$ cat src/rtl/rf_port_sequencer.sv
// Single-port register file sequencer: arbitrates write-back, two-cycle operand
// fetch and debug access so that at most one register-file access occurs per cycle.
module rf_port_sequencer #(
    parameter int unsigned WIDTH        = 16,
    parameter int unsigned ADDR_WIDTH   = 4,
    parameter int unsigned STARVE_LIMIT = 8
) (
    input  logic                  clk,
    input  logic                  rst_n,
    output logic                  rf_we,
    output logic [ADDR_WIDTH-1:0] rf_addr,
    output logic [WIDTH-1:0]      rf_data,
    input  logic [WIDTH-1:0]      rf_value,
    input  logic                  rd_req,
    input  logic                  rd_two,
    input  logic [ADDR_WIDTH-1:0] rd_addr_a,
    input  logic [ADDR_WIDTH-1:0] rd_addr_b,
    output logic                  rd_ack,
    output logic [WIDTH-1:0]      op_a,
    output logic [WIDTH-1:0]      op_b,
    input  logic                  wb_req,
    input  logic [ADDR_WIDTH-1:0] wb_addr,
    input  logic [WIDTH-1:0]      wb_data,
    output logic                  wb_ack,
    input  logic                  dbg_req,
    input  logic                  dbg_we,
    input  logic [ADDR_WIDTH-1:0] dbg_addr,
    input  logic [WIDTH-1:0]      dbg_wdata,
    output logic [WIDTH-1:0]      dbg_rdata,
    output logic                  dbg_ack,
    output logic                  busy
);

    localparam int unsigned CNT_W = $clog2(STARVE_LIMIT + 1);
    localparam logic [CNT_W-1:0] CNT_MAX = CNT_W'(STARVE_LIMIT);

    typedef enum logic {
        IDLE,
        RD_B
    } state_t;

    state_t            state_q, state_d;
    logic [CNT_W-1:0]  starve_cnt_q, starve_cnt_d;
    logic              rd_ack_q, wb_ack_q, dbg_ack_q;
    logic [WIDTH-1:0]  op_a_q, op_b_q, dbg_rdata_q;

    logic wb_elig, rd_elig, dbg_elig, starve_win;
    logic gnt_wb, gnt_rd, gnt_dbg;

    // A requester whose ack is currently high is still holding req from the
    // access just completed, so it must not be granted again this cycle.
    // Grants are also held off during reset so the port drives nothing.
    always_comb begin
        wb_elig    = wb_req  & ~wb_ack_q;
        rd_elig    = rd_req  & ~rd_ack_q;
        dbg_elig   = dbg_req & ~dbg_ack_q;
        starve_win = dbg_elig && (starve_cnt_q == CNT_MAX);
        gnt_wb     = 1'b0;
        gnt_rd     = 1'b0;
        gnt_dbg    = 1'b0;
        if (rst_n && (state_q == IDLE)) begin
            if (starve_win)    gnt_dbg = 1'b1;
            else if (wb_elig)  gnt_wb  = 1'b1;
            else if (rd_elig)  gnt_rd  = 1'b1;
            else if (dbg_elig) gnt_dbg = 1'b1;
        end
    end

    always_ff @(posedge clk or negedge rst_n) begin
        if (!rst_n) state_q <= IDLE;
        else        state_q <= state_d;
    end

    always_comb begin
        state_d = state_q;
        case (state_q)
            IDLE:    if (gnt_rd && rd_two) state_d = RD_B;
            RD_B:    state_d = IDLE;
            default: state_d = IDLE;
        endcase
    end

    always_comb begin
        rf_we   = 1'b0;
        rf_addr = '0;
        rf_data = '0;
        if (state_q == RD_B && rst_n) begin
            rf_addr = rd_addr_b;
        end else if (gnt_wb) begin
            rf_we   = 1'b1;
            rf_addr = wb_addr;
            rf_data = wb_data;
        end else if (gnt_rd) begin
            rf_addr = rd_addr_a;
        end else if (gnt_dbg) begin
            rf_we   = dbg_we;
            rf_addr = dbg_addr;
            rf_data = dbg_we ? dbg_wdata : '0;
        end
    end

    always_comb begin
        starve_cnt_d = starve_cnt_q;
        if (!dbg_req || gnt_dbg)
            starve_cnt_d = '0;
        else if ((gnt_wb || gnt_rd) && (starve_cnt_q < CNT_MAX))
            starve_cnt_d = starve_cnt_q + 1'b1;
    end

    always_ff @(posedge clk or negedge rst_n) begin
        if (!rst_n) begin
            starve_cnt_q <= '0;
            rd_ack_q     <= 1'b0;
            wb_ack_q     <= 1'b0;
            dbg_ack_q    <= 1'b0;
            op_a_q       <= '0;
            op_b_q       <= '0;
            dbg_rdata_q  <= '0;
        end else begin
            starve_cnt_q <= starve_cnt_d;
            rd_ack_q     <= (gnt_rd && !rd_two) || (state_q == RD_B);
            wb_ack_q     <= gnt_wb;
            dbg_ack_q    <= gnt_dbg;
            if (gnt_rd)              op_a_q      <= rf_value;
            if (state_q == RD_B)     op_b_q      <= rf_value;
            if (gnt_dbg && !dbg_we)  dbg_rdata_q <= rf_value;
        end
    end

    assign rd_ack    = rd_ack_q;
    assign wb_ack    = wb_ack_q;
    assign dbg_ack   = dbg_ack_q;
    assign op_a      = op_a_q;
    assign op_b      = op_b_q;
    assign dbg_rdata = dbg_rdata_q;
    assign busy      = (state_q != IDLE);

endmodule
$ cat config.mk
export PLATFORM = sky130hd
export DESIGN_NAME = rf_port_sequencer
export DESIGN_NICKNAME = d
export VERILOG_FILES = /design/src/rtl/rf_port_sequencer.sv
export SDC_FILE = /design/constraint.sdc
export NUM_CORES = 1
export LEC_CHECK = 0
export ABC_AREA = 1
export CAP_MARGIN = 20
export CORE_UTILIZATION = 40
export CTS_BUF_LIST = sky130_fd_sc_hd__clkbuf_8
export DETAILED_ROUTE_END_ITERATION = 12
export PLACE_DENSITY = 0.92
export SLEW_MARGIN = 30
export SYNTH_ARGS = -nofsm -noshare
export SYNTH_HDL_FRONTEND = slang
export SYNTH_SLANG_ARGS = --single-unit
$ cat constraint.sdc
create_clock -name clk -period 2.4 [get_ports clk]
set_clock_uncertainty 0.15 [all_clocks]
set_input_delay 0.48 -clock clk [delete_from_list [all_inputs] [get_ports clk]]
set_output_delay 0.48 -clock clk [all_outputs]
set_load 0.02 [all_outputs]
After elaboration in Yosys (flattened, before gate mapping)
Cells that the tools add are included.

Register bits: 56. Bits of input ports: 71. Output and inout bits: 73. Logic and storage cells: 61.

Add/sub/neg operators: 1. Magnitude comparators: 1. Eq/ne operators: 1. Multiplexer cells: 29. Bitwise gates (word level): 7. Reductions and logical operators: 14.

Operator list (count): 2-to-1 mux 16 bit (5); 2-to-1 mux 4 bit (6); 2-to-1 mux 1 bit (17); logical AND 1 bit (7); adder 4 x 1 -> 4 bit, second input constant (1); == test 4 bit, second input constant (1); < comparator 4 bit, second input constant (1); NOT 1 bit (4); bitwise AND 1 bit (3); logical NOT 1 bit (3); logical OR 1 bit (3); case mux 1 bit (2 select lines) (1); nonzero test 2 bit (1).

Longest topological paths before layout
Gate-level depths: netlist of run 1.

Word-level depth: 11. Gate-level depth with buffers: 10. Depth with buffers taken out: 9.

Worst setup path before layout of run 1
Ideal clock, no wire load.

Kind: reg-to-output. Start point: reg state_q, in the netlist busy. End point: out rf_we. Data arrival time: 1567 ps. Data required time: 1770 ps. Path slack: 203 ps. Cell stages (with the launch flop): 7. Path buffers: 1. Path through: dfrtp_1 -> inv_2 -> nand2_4 -> nor2_8 -> nand2_2 -> clkbuf_1 -> o21ai_0.

Word-level cells in the longest chain between the ends: 7. Elaborated cells on any way between the ends: 10. Classes of those cells: mux: 7; bitwise: 1; reduce/logical: 2.

Ends and longest elaborated chain: start: declaration (RTL line 42) `state_t state_q, state_d;`; start signal: assignment (RTL line 71) `else state_q <= state_d;`; NOT 1 bit; logical AND 1 bit (RTL line 61) `if (rst_n && (state_q == IDLE)) begin`; 2-to-1 mux 1 bit (RTL line 61); 2-to-1 mux 1 bit (RTL line 95) `end else if (gnt_dbg) begin`; 2-to-1 mux 1 bit (RTL line 93) `end else if (gnt_rd) begin`; 2-to-1 mux 1 bit (RTL line 89) `end else if (gnt_wb) begin`; 2-to-1 mux 1 bit * (RTL line 87) `if (state_q == RD_B && rst_n) begin`; end: declaration (RTL line 10) `output logic rf_we,`.

Mark *: on every way between the ends. The rest lies on a longest branch, timed or not.

Worst setup path in the final report of run 1
Start point: reg starve_cnt_q[1]. End point: out rf_data[0].

Word-level cells in the longest chain between the ends: 8. Elaborated cells on any way between the ends: 12. Classes of those cells: eq/ne: 1; mux: 10; reduce/logical: 1.

Ends and longest elaborated chain: start: declaration (RTL line 43) `logic [CNT_W-1:0] starve_cnt_q, starve_cnt_d;`; start signal: assignment (RTL line 120) `starve_cnt_q <= starve_cnt_d;`; == test 4 bit * (RTL line 57) `starve_win = dbg_elig && (starve_cnt_q == CNT_MAX);`; logical AND 1 bit * (RTL line 57); 2-to-1 mux 1 bit (RTL line 62) `if (starve_win) gnt_dbg = 1'b1;`; 2-to-1 mux 1 bit (RTL line 61); 2-to-1 mux 16 bit (RTL line 95); 2-to-1 mux 16 bit (RTL line 93); 2-to-1 mux 16 bit * (RTL line 89); 2-to-1 mux 16 bit * (RTL line 87); end: declaration (RTL line 12) `output logic [WIDTH-1:0] rf_data,`.

Marks and branches as above.

==> results of run 1 <==
==> kinds of logic (layout without fill, tap and decap cells) <==
logic type      Yosys count  count (layout)  share of synthesized area
flops                    56              56                      0.526
simple gates            176             177                      0.288
compound gates           49              49                     0.0920
buf+inv                  46             212                     0.0788
fa+ha+maj                 2               2                    0.00938
xor+xnor                  2               2                    0.00657
==> through the flow <==
step,hold WS (ns),setup WS (ns)
6_report,0.337,0.0209
3_5_place_dp,0.317,-0.559
3_3_place_gp,0.309,-0.503
4_1_cts,0.342,0.000369
5_1_grt,0.384,-0.0899
2_1_floorplan,0.0344,0.203
==> routing by layer <==
| metal | vias up | GRT usage | routed length [um] |
|---|---|---|---|
| li1 | 1375 | - | - |
| met1 | 1310 | 0.288 | 3420 |
| met2 | 91 | 0.429 | 4490 |
| met3 | 10 | 0.0564 | 577 |
| met4 | 2 | 0.0647 | 82 |
| met5 | - | 0 | 8 |
==> cells in the mapped netlist (3+ instances only) <==
| cell type | number | share of area |
|---|---|---|
| buf_4 | 3 | 0.0084 |
| nand2_2 | 3 | 0.0070 |
| buf_6 | 3 | 0.013 |
| o21ai_1 | 11 | 0.021 |
| inv_1 | 30 | 0.042 |
| dfrtp_1 | 56 | 0.53 |
| nand3_1 | 17 | 0.032 |
| o21ai_0 | 37 | 0.069 |
| nand4_1 | 9 | 0.021 |
| nand2_1 | 136 | 0.19 |
| clkbuf_1 | 5 | 0.0070 |
| nor2_1 | 6 | 0.0084 |
==> cells in the final DEF, fill, tap and decap left out <==
cell type        count
clkinvlp_4           1
nor2_8               2
clkdlybuf4s50_1    118
dlygate4sd2_1        1
o21ai_0             37
inv_1               27
buf_2                7
nand2_1            126
buf_6               11
o21ai_1             11
ha_1                 1
nand3_4              1
inv_6                2
ha_4                 1
a21oi_1              1
xnor2_1              1
nand4_1              9
dfrtp_1             56
nand2_4              2
nand2_2             12
clkinv_2             2
buf_4               31
nor2_1               6
nor2_4               3
dlymetal6s2s_1       2
nand3_1             14
clkbuf_8             6
xor2_1               1
nand3_2              2
inv_2                4
==> worst max-delay path, delay by kind of cell, from the launching register on <==
family / cells / cell delay (ns)
simple gates: 5 / 0.44
flops: 1 / 0.40
buf+inv: 4 / 0.47
fa+ha+maj: 1 / 0.14
==> how the worst max path moves through the flow <==
| stage | start | to | slack [ns] | depth (start not counted) |
|---|---|---|---|---|
| after floorplan | busy | rf_we | 0.20 | 6 |
| after global placement | dbg_req | rf_data[7] | -0.50 | 8 |
| after detailed placement | dbg_req | rf_data[10] | -0.56 | 8 |
| after CTS | rd_req | rf_data[1] | 0.0004 | 9 |
| after global routing | starve_cnt_q[1] | rf_data[12] | -0.09 | 10 |
| final | starve_cnt_q[1] | rf_data[0] | 0.02 | 10 |
==> sequential cells by signal, indices dropped and copies added, names as in the netlist <==
register and count:
dbg_rdata 16, op_a 16, op_b 16, starve_cnt_q 4
busy 1, dbg_ack 1, rd_ack 1, wb_ack 1
==> timing repair <==
action,4_1_cts,5_1_grt
buffers inserted,1,4
resized for setup,95,41
pin swaps,4,17
cloned,2,0
hold buffers,0,0
hold endpoints to repair,0,0
endpoints found under the setup margin,21,21
==> layout make-up <==
cell class,instances,area [um2]
timing repair inverter,1,7.51
fill,488,1920
inverter,33,130
multi-input combinational,230,1130
timing repair buffer,170,1610
sequential,56,1400
tap,77,96.3
clock buffer,6,82.6
clock inverter,2,13.8
==> power by group through the flow <==
| stage | registers (mW) | logic, mW | clock network (mW) |
|---|---|---|---|
| floorplan | 1.56 | 0.290 | 0 |
| global placement | 1.29 | 1.27 | 0 |
| detailed placement | 1.30 | 1.30 | 0 |
| CTS | 1.28 | 1.29 | 0.558 |
| global route | 1.31 | 1.42 | 0.593 |
| finish | 1.28 | 1.33 | 0.540 |
==> impl_metrics.env, run 1 <==
export IMPL_outcome="completed"
export IMPL_p_int_mw=2.04
export IMPL_p_leak_nw=2.22
export IMPL_seq_area_frac_synth=0.526
export IMPL_cts_buffer_depth=2
export IMPL_num_vias=2788
export IMPL_place_congestion=0.785
export IMPL_syn_inst=331
export IMPL_die_x_um=83.6
export IMPL_maxCapViolCount=0
export IMPL_p_per_area_nw_per_um2=705
export IMPL_ys_flop_type="dfrtp_1"
export IMPL_finalSetupViolCount=0
export IMPL_synth_seq_cells=56
export IMPL_start_kind="register"
export IMPL_stdcell_area_um2=4470
export IMPL_crit_chain="inv_2, ha_4, nand2_1, inv_1, nand3_2, nand3_4, clkinvlp_4, nand2_1, nand2_1, buf_6"
export IMPL_grt_overflow_total=0
export IMPL_syn_cell_area_um2=2670
export IMPL_start_util=0.418
export IMPL_fin_total_pwr_mw=3.15
export IMPL_grt_pass1_wl_mm=13.5
export IMPL_seqPwrFrac=0.408
export IMPL_period_share=0.991
export IMPL_p_clk_frac=0.171
export IMPL_cts_tree="done"
export IMPL_rsz0062_at_grt="true"
export IMPL_rr_worst_depth=10
export IMPL_cp_required_ns=1.77
export IMPL_final_util=0.700
export IMPL_synth_fp_nets=404
export IMPL_ir_drop_mv=0.511
export IMPL_max_freq_ghz=0.420
export IMPL_worst_path_largest_cell_delay_ns=0.40
export IMPL_yosysUniqueCellTypes=22
export IMPL_synth_edf_count=0
export IMPL_synth_avg_cell_area_um2=8.06
export IMPL_timing_rr_start="starve_cnt_q[1]"
export IMPL_grt_max_degree=57
export IMPL_ios=144
export IMPL_drt_wl_total_mm=8.58
export IMPL_fin_cells=575
export IMPL_antenna_found_initial=1
export IMPL_slew_headroom=0.539
export IMPL_routedWlPerCell_um=14.9
export IMPL_synth_async_reset_ratio=1.00
export IMPL_dieHeight_um=83.6
export IMPL_p_switching_mw=1.11
export IMPL_hpwl_mm=6.11
export IMPL_core_um2=6390
export IMPL_grt_usage=0.240
export IMPL_detailed_place_area_um2=4270
export IMPL_yosys_warnings=0
export IMPL_clock_latency_ns=0.30
export IMPL_hold_class="input pin to async pin"
export IMPL_cts_buffers=5
export IMPL_switching_share=0.352
export IMPL_path_class="register to primary output"
export IMPL_rrSetupSlack_ns=0.44
export IMPL_cts_root_buf="clkbuf_8"
export IMPL_fin_crit_ns=2.38
export IMPL_worst_pin_slew_ns=0.691
export IMPL_final_max_slew_viol_count=0
export IMPL_die_area_um2=7000
export IMPL_final_layout_size_suffix_gt1_frac=0.175
export IMPL_n_antenna_cell=0
export IMPL_drt_antenna_violating_nets=0
export IMPL_avgViaCountPerCell=4.85
export IMPL_hold_viol=0
export IMPL_cp_slowest_cell="dfrtp_1"
export IMPL_r2r_end="dbg_rdata[6]"
export IMPL_first_pass_iters=4
export IMPL_io_buffers=143
export IMPL_end_kind="primary output"
export IMPL_std_cell_rows=29
export IMPL_pwr_share_comb=0.421
export IMPL_clock_sinks=56
export IMPL_nNetsFinal=570
export IMPL_first_global_vias=2794
export IMPL_cp_max_fo=8
export IMPL_drt_iter0_markers=139
export IMPL_h_tree_depth=2
export IMPL_cp_arrival_ns=1.75
export IMPL_clk_pin_slew_ns=0.10
export IMPL_area_growth_pct=67.6
export IMPL_dp_cells=560
export IMPL_drc=0
export IMPL_cpMostUsedCell="nand2_1"
export IMPL_setup_tns_ns=0
No activity file was read; power rests on OpenSTA's default activity.
==> run 2: changes to the inputs <==
- CELL_PAD_IN_SITES_DETAIL_PLACEMENT: not set -> 0
- CELL_PAD_IN_SITES_GLOBAL_PLACEMENT: not set -> 2
- CORE_UTILIZATION: 40 -> 21
==> run 2 against run 1 <==
Sequential power about the same. The run now ends with setup timing left. Register-to-register slack better by 0.12 ns. Non-clock buffer count up 8. Largest power group unchanged. Critical path depth unchanged. Critical endpoint is now rf_data[4]. Design area up 3.9%. Global-route usage down 10 points. Routed wire length up 5.4%. Cell count up 17%. Combinational power about the same.
==> impl_metrics.env, run 2 (same netlist as run 1, synthesis figures left out) <==
export IMPL_final_max_slew_viol_count=0
export IMPL_fin_crit_ns=2.45
export IMPL_grt_usage=0.135
export IMPL_switching_share=0.342
export IMPL_final_util=0.380
export IMPL_slew_headroom=0.513
export IMPL_grt_max_degree=57
export IMPL_hpwl_mm=6.66
export IMPL_period_share=1.02
export IMPL_p_clk_frac=0.191
export IMPL_p_switching_mw=1.10
export IMPL_path_class="input pin to primary output"
export IMPL_cp_required_ns=1.77
export IMPL_core_um2=12200
export IMPL_pwr_share_comb=0.409
export IMPL_dieHeight_um=115
export IMPL_timing_rr_start="starve_cnt_q[0]"
export IMPL_drt_wl_total_mm=9.04
export IMPL_cp_max_fo=5
export IMPL_start_kind="input pin"
export IMPL_maxCapViolCount=0
export IMPL_fillers=1298
export IMPL_final_layout_size_suffix_gt1_frac=0.186
export IMPL_holdBufCountCts=0
export IMPL_grt_overflow_total=0
export IMPL_cp_slowest_cell="clkdlybuf4s50_1"
export IMPL_violations="setup timing"
export IMPL_rrSetupSlack_ns=0.56
export IMPL_ios=144
export IMPL_std_cell_rows=40
export IMPL_worst_path_largest_cell_delay_ns=0.42
export IMPL_num_vias=2799
export IMPL_h_tree_depth=2
export IMPL_grt_pass1_wl_mm=13.8
export IMPL_drc=0
export IMPL_io_buffers=143
export IMPL_outcome="finished, violations left"
export IMPL_worst_slack_ns=-0.0480
export IMPL_place_congestion=0.701
export IMPL_cpMostUsedCell="nand2_2"
export IMPL_drt_iter0_markers=56
export IMPL_first_global_vias=2701
export IMPL_p_int_mw=2.11
export IMPL_n_antenna_cell=0
export IMPL_cts_root_buf="clkbuf_8"
export IMPL_clock_latency_ns=0.30
export IMPL_final_common_cell="nand2_1"
export IMPL_cts_tree="done"
export IMPL_die_area_um2=13200
export IMPL_die_x_um=115
export IMPL_layout_common_cells="nand2_1, clkdlybuf4s50_1, dfrtp_1"
export IMPL_first_pass_iters=4
export IMPL_fin_cells=674
export IMPL_cts_buffer_depth=2
export IMPL_worst_pin_slew_ns=0.730
export IMPL_cts_buffers=5
export IMPL_rsz0062_at_grt="true"
export IMPL_dp_cells=654
export IMPL_final_seq_area_um2=1400
export IMPL_hold_viol=0
export IMPL_multi_input_area_um2=1130
export IMPL_end_kind="primary output"
export IMPL_crit_chain="clkdlybuf4s50_1, nand2_2, nand2_2, nand2_2, nand2_4, nor2_4, buf_12, nand2_1, nand2_1, buf_6"
export IMPL_fin_total_pwr_mw=3.21
export IMPL_hold_class="input pin to async pin"
export IMPL_finalSetupViolCount=16
export IMPL_clock_sinks=56
export IMPL_seqPwrFrac=0.400
export IMPL_ir_drop_mv=0.355
export IMPL_routedWlPerCell_um=13.4
export IMPL_cp_arrival_ns=1.82
export IMPL_r2r_end="dbg_rdata[6]"
export IMPL_drt_antenna_violating_nets=0
export IMPL_antenna_found_initial=0
export IMPL_p_per_area_nw_per_um2=691
export IMPL_max_freq_ghz=0.408
export IMPL_p_leak_nw=2.27
export IMPL_rr_worst_depth=9
export IMPL_start_util=0.218
export IMPL_area_growth_pct=74.2
export IMPL_avgViaCountPerCell=4.15
export IMPL_clk_pin_slew_ns=0.10
export IMPL_nNetsFinal=578
## run 2: cell types whose count changed in the layout (fill, tap and decap cells not counted), sizes merged
cell and delta:
buf +8, clkdlybuf4s50 +1, clkbuf -1, bufinv +1
dlymetal6s2s -1
## run 2: metal layers
metal / vias to the layer above / wire length (um) / share of wire / global-route usage
met5: - / 0 / 0 / 0
met4: 0 / 91 / 0.010 / 0.0294
met3: 9 / 516 / 0.057 / 0.0328
met2: 69 / 4460 / 0.49 / 0.233
met1: 1331 / 3970 / 0.44 / 0.172
li1: 1390 / - / - / -
## run 2: worst max-delay path, delay by kind of cell
family	cells	cell delay (ns)
and+or+nand+nor	7	0.67
buffers and inverters	3	0.66
## run 2: worst max path at each step
stage                         start          end  slack (ns)  cells past startpoint
finish                       wb_req   rf_data[4]       -0.05                     10
global route                 wb_req   rf_data[4]       -0.15                     10
CTS                 starve_cnt_q[0]   rf_data[1]       -0.06                     11
detailed placement          dbg_req  rf_data[14]       -0.61                      8
global placement            dbg_req  rf_data[14]       -0.58                      8
floorplan                      busy        rf_we        0.20                      6
## run 2: power by group through the flow
stage                     Sequential, mW  Combinational (mW)  Clock, mW
after detailed placement            1.30                1.30          0
after floorplan                     1.56               0.290          0
after global routing                1.31                1.41      0.676
after CTS                           1.29                1.31      0.635
after global placement              1.29                1.29          0
final                               1.28                1.31      0.615
## run 2: repair_timing
item	CTS	global route
setup buffers	8	2
gates resized for setup	100	29
pin swaps	5	10
setup endpoints to repair	21	20
gates cloned	2	0
hold endpoints to repair	0	0
## run 2: stage by stage
step	cell area [um2]	hold slack, ns	TNS, ns	setup slack [ns]
floorplan	2670	0.0344	0	0.203
global placement	4410	0.309	-10.75	-0.583
detailed placement	4410	0.317	-11.38	-0.609
global route	4650	0.370	-2.18	-0.152
finish	4650	0.297	-0.425	-0.0480
CTS	4550	0.337	-0.348	-0.0633
## run 2: layout make-up
class,instances,area share
timing repair inverter,1,0.00162
timing repair buffer,178,0.358
clock inverter,3,0.00835
sequential,56,0.302
clock buffer,5,0.0148
inverter,33,0.0275
tap,168,0.0452
multi-input combinational,230,0.242
==> run 3: changes to the inputs <==
- CORE_UTILIZATION: 21 -> 23
- PLACE_DENSITY: 0.92 -> 0.95
- clock period: 2.4 -> 3 ns (I/O delays scaled with it)
==> run 3 against run 2 <==
Routed wire length is 8.1% lower. Largest power group is now registers. Sequential power is 20% lower. Critical path type unchanged. First-iteration DRC count is 50% higher. Cell count is 7.3% lower. Power is 21% lower. Global-route usage is 0.072 points lower. Non-clock buffer count is 20 lower. Register-to-register slack better by 0.40 ns. Design area is 5.4% lower. The run now ends clean.
==> impl_metrics.env, run 3 (same netlist as run 1, synthesis figures left out) <==
export IMPL_std_cell_rows=38
export IMPL_grt_overflow_total=0
export IMPL_cp_required_ns=2.25
export IMPL_grt_usage=0.135
export IMPL_p_leak_nw=2.17
export IMPL_clock_sinks=56
export IMPL_nNetsFinal=557
export IMPL_rr_worst_depth=9
export IMPL_area_growth_pct=64.8
export IMPL_maxCapViolCount=0
export IMPL_outcome="completed"
export IMPL_cts_root_buf="clkbuf_8"
export IMPL_die_area_um2=12000
export IMPL_final_max_slew_viol_count=0
export IMPL_first_global_vias=2487
export IMPL_slew_headroom=0.531
export IMPL_clk_pin_slew_ns=0.10
export IMPL_num_vias=2648
export IMPL_rrSetupSlack_ns=0.96
export IMPL_stdcell_area_um2=4390
export IMPL_core_um2=11100
export IMPL_grt_max_degree=57
export IMPL_detailed_place_area_um2=4290
export IMPL_p_int_mw=1.67
export IMPL_layout_common_cells="nand2_1, clkdlybuf4s50_1, dfrtp_1"
export IMPL_h_tree_depth=2
export IMPL_end_kind="primary output"
export IMPL_final_common_cell="nand2_1"
export IMPL_cts_buffers=5
export IMPL_dieHeight_um=110
export IMPL_period_share=0.967
export IMPL_p_per_area_nw_per_um2=577
export IMPL_path_class="input pin to primary output"
export IMPL_max_freq_ghz=0.345
export IMPL_switching_share=0.343
export IMPL_finalSetupViolCount=0
export IMPL_drt_wl_total_mm=8.31
export IMPL_r2r_end="op_a[6]"
export IMPL_hold_class="input pin to async pin"
export IMPL_setup_tns_ns=0
export IMPL_start_kind="input pin"
export IMPL_drt_antenna_violating_nets=0
export IMPL_fin_cells=625
export IMPL_ir_drop_mv=0.339
export IMPL_dp_cells=615
export IMPL_drc=0
export IMPL_p_switching_mw=0.869
export IMPL_cp_max_fo=8
export IMPL_cp_arrival_ns=2.15
export IMPL_routedWlPerCell_um=13.3
export IMPL_io_buffers=143
export IMPL_die_x_um=110
export IMPL_fin_crit_ns=2.90
export IMPL_grt_pass1_wl_mm=12.6
export IMPL_pwr_share_comb=0.392
export IMPL_place_congestion=0.712
export IMPL_seqPwrFrac=0.407
export IMPL_avgViaCountPerCell=4.24
export IMPL_hold_viol=0
export IMPL_holdBufCountCts=0
export IMPL_final_layout_size_suffix_gt1_frac=0.0784
export IMPL_antenna_found_initial=0
export IMPL_timing_rr_start="busy"
export IMPL_n_antenna_cell=0
export IMPL_drt_iter0_markers=84
export IMPL_hpwl_mm=6.17
export IMPL_clock_latency_ns=0.30
export IMPL_ios=144
export IMPL_fillers=1161
export IMPL_cts_buffer_depth=2
export IMPL_rsz0062_at_grt="false"
export IMPL_worst_pin_slew_ns=0.704
export IMPL_cts_tree="done"
export IMPL_start_util=0.241
export IMPL_critPathLaunch="dbg_req"
export IMPL_p_clk_frac=0.201
export IMPL_first_pass_iters=4
## run 3: worst max-delay path by stage
stage,to,slack (ns),cells after the start
final,rf_data[13],0.1,8
after global routing,rf_data[3],0.005,8
after CTS,rf_data[2],0.004,9
after detailed placement,rf_data[2],-0.19,8
after global placement,rf_data[0],-0.19,9
after floorplan,rf_we,0.60,6
## run 3: area by class of cell
cell class | count | area, um2 | share of cell area
timing repair buffer | 158 | 1510 | 0.343
sequential | 56 | 1400 | 0.319
multi-input combinational | 230 | 1070 | 0.243
tap | 140 | 175 | 0.0399
inverter | 33 | 128 | 0.0291
clock buffer | 5 | 68.8 | 0.0157
clock inverter | 3 | 46.3 | 0.0105
## run 3: power by group through the flow
stage                     Sequential [mW]  Clock [mW]  Combinational [mW]
final                                1.03       0.509               0.993
after global routing                 1.06       0.565                1.06
after CTS                            1.03       0.535                1.01
after detailed placement             1.04           0                1.02
after global placement               1.04           0                1.01
after floorplan                      1.25           0               0.232
## run 3: routing by layer
metal / track usage / vias up / wire, um
met1: 0.178 / 1228 / 3720
met3: 0.0356 / 2 / 559
met5: 0 / - / 0
met4: 0.0286 / 0 / 40
li1: - / 1348 / -
met2: 0.221 / 70 / 3990
## run 3: what timing repair did
item,CTS,global route
gates resized for setup,24,4
endpoints found under the setup margin,21,4
gates cloned,0,1
buffers inserted,1,0
pin swaps,0,2
## run 3: stage by stage
| stage | utilization | setup WS [ns] | hold slack (ns) | power (mW) |
|---|---|---|---|---|
| global placement | 0.387 | -0.193 | 0.307 | 2.05 |
| finish | 0.397 | 0.0999 | 0.342 | 2.53 |
| detailed placement | 0.387 | -0.185 | 0.322 | 2.06 |
| global route | 0.397 | 0.00541 | 0.378 | 2.69 |
| CTS | 0.396 | 0.00439 | 0.349 | 2.58 |
| floorplan | - | 0.596 | 0.154 | 1.48 |
## run 3: critical path: stages
cell	delay, ns
clkdlybuf4s50_1	0.50
nand2_1	0.14
nor2_8	0.11
nand2_2	0.14
nor2_8	0.19
nand2_1	0.07
nand2_1	0.05
dlygate4sd2_1	0.34
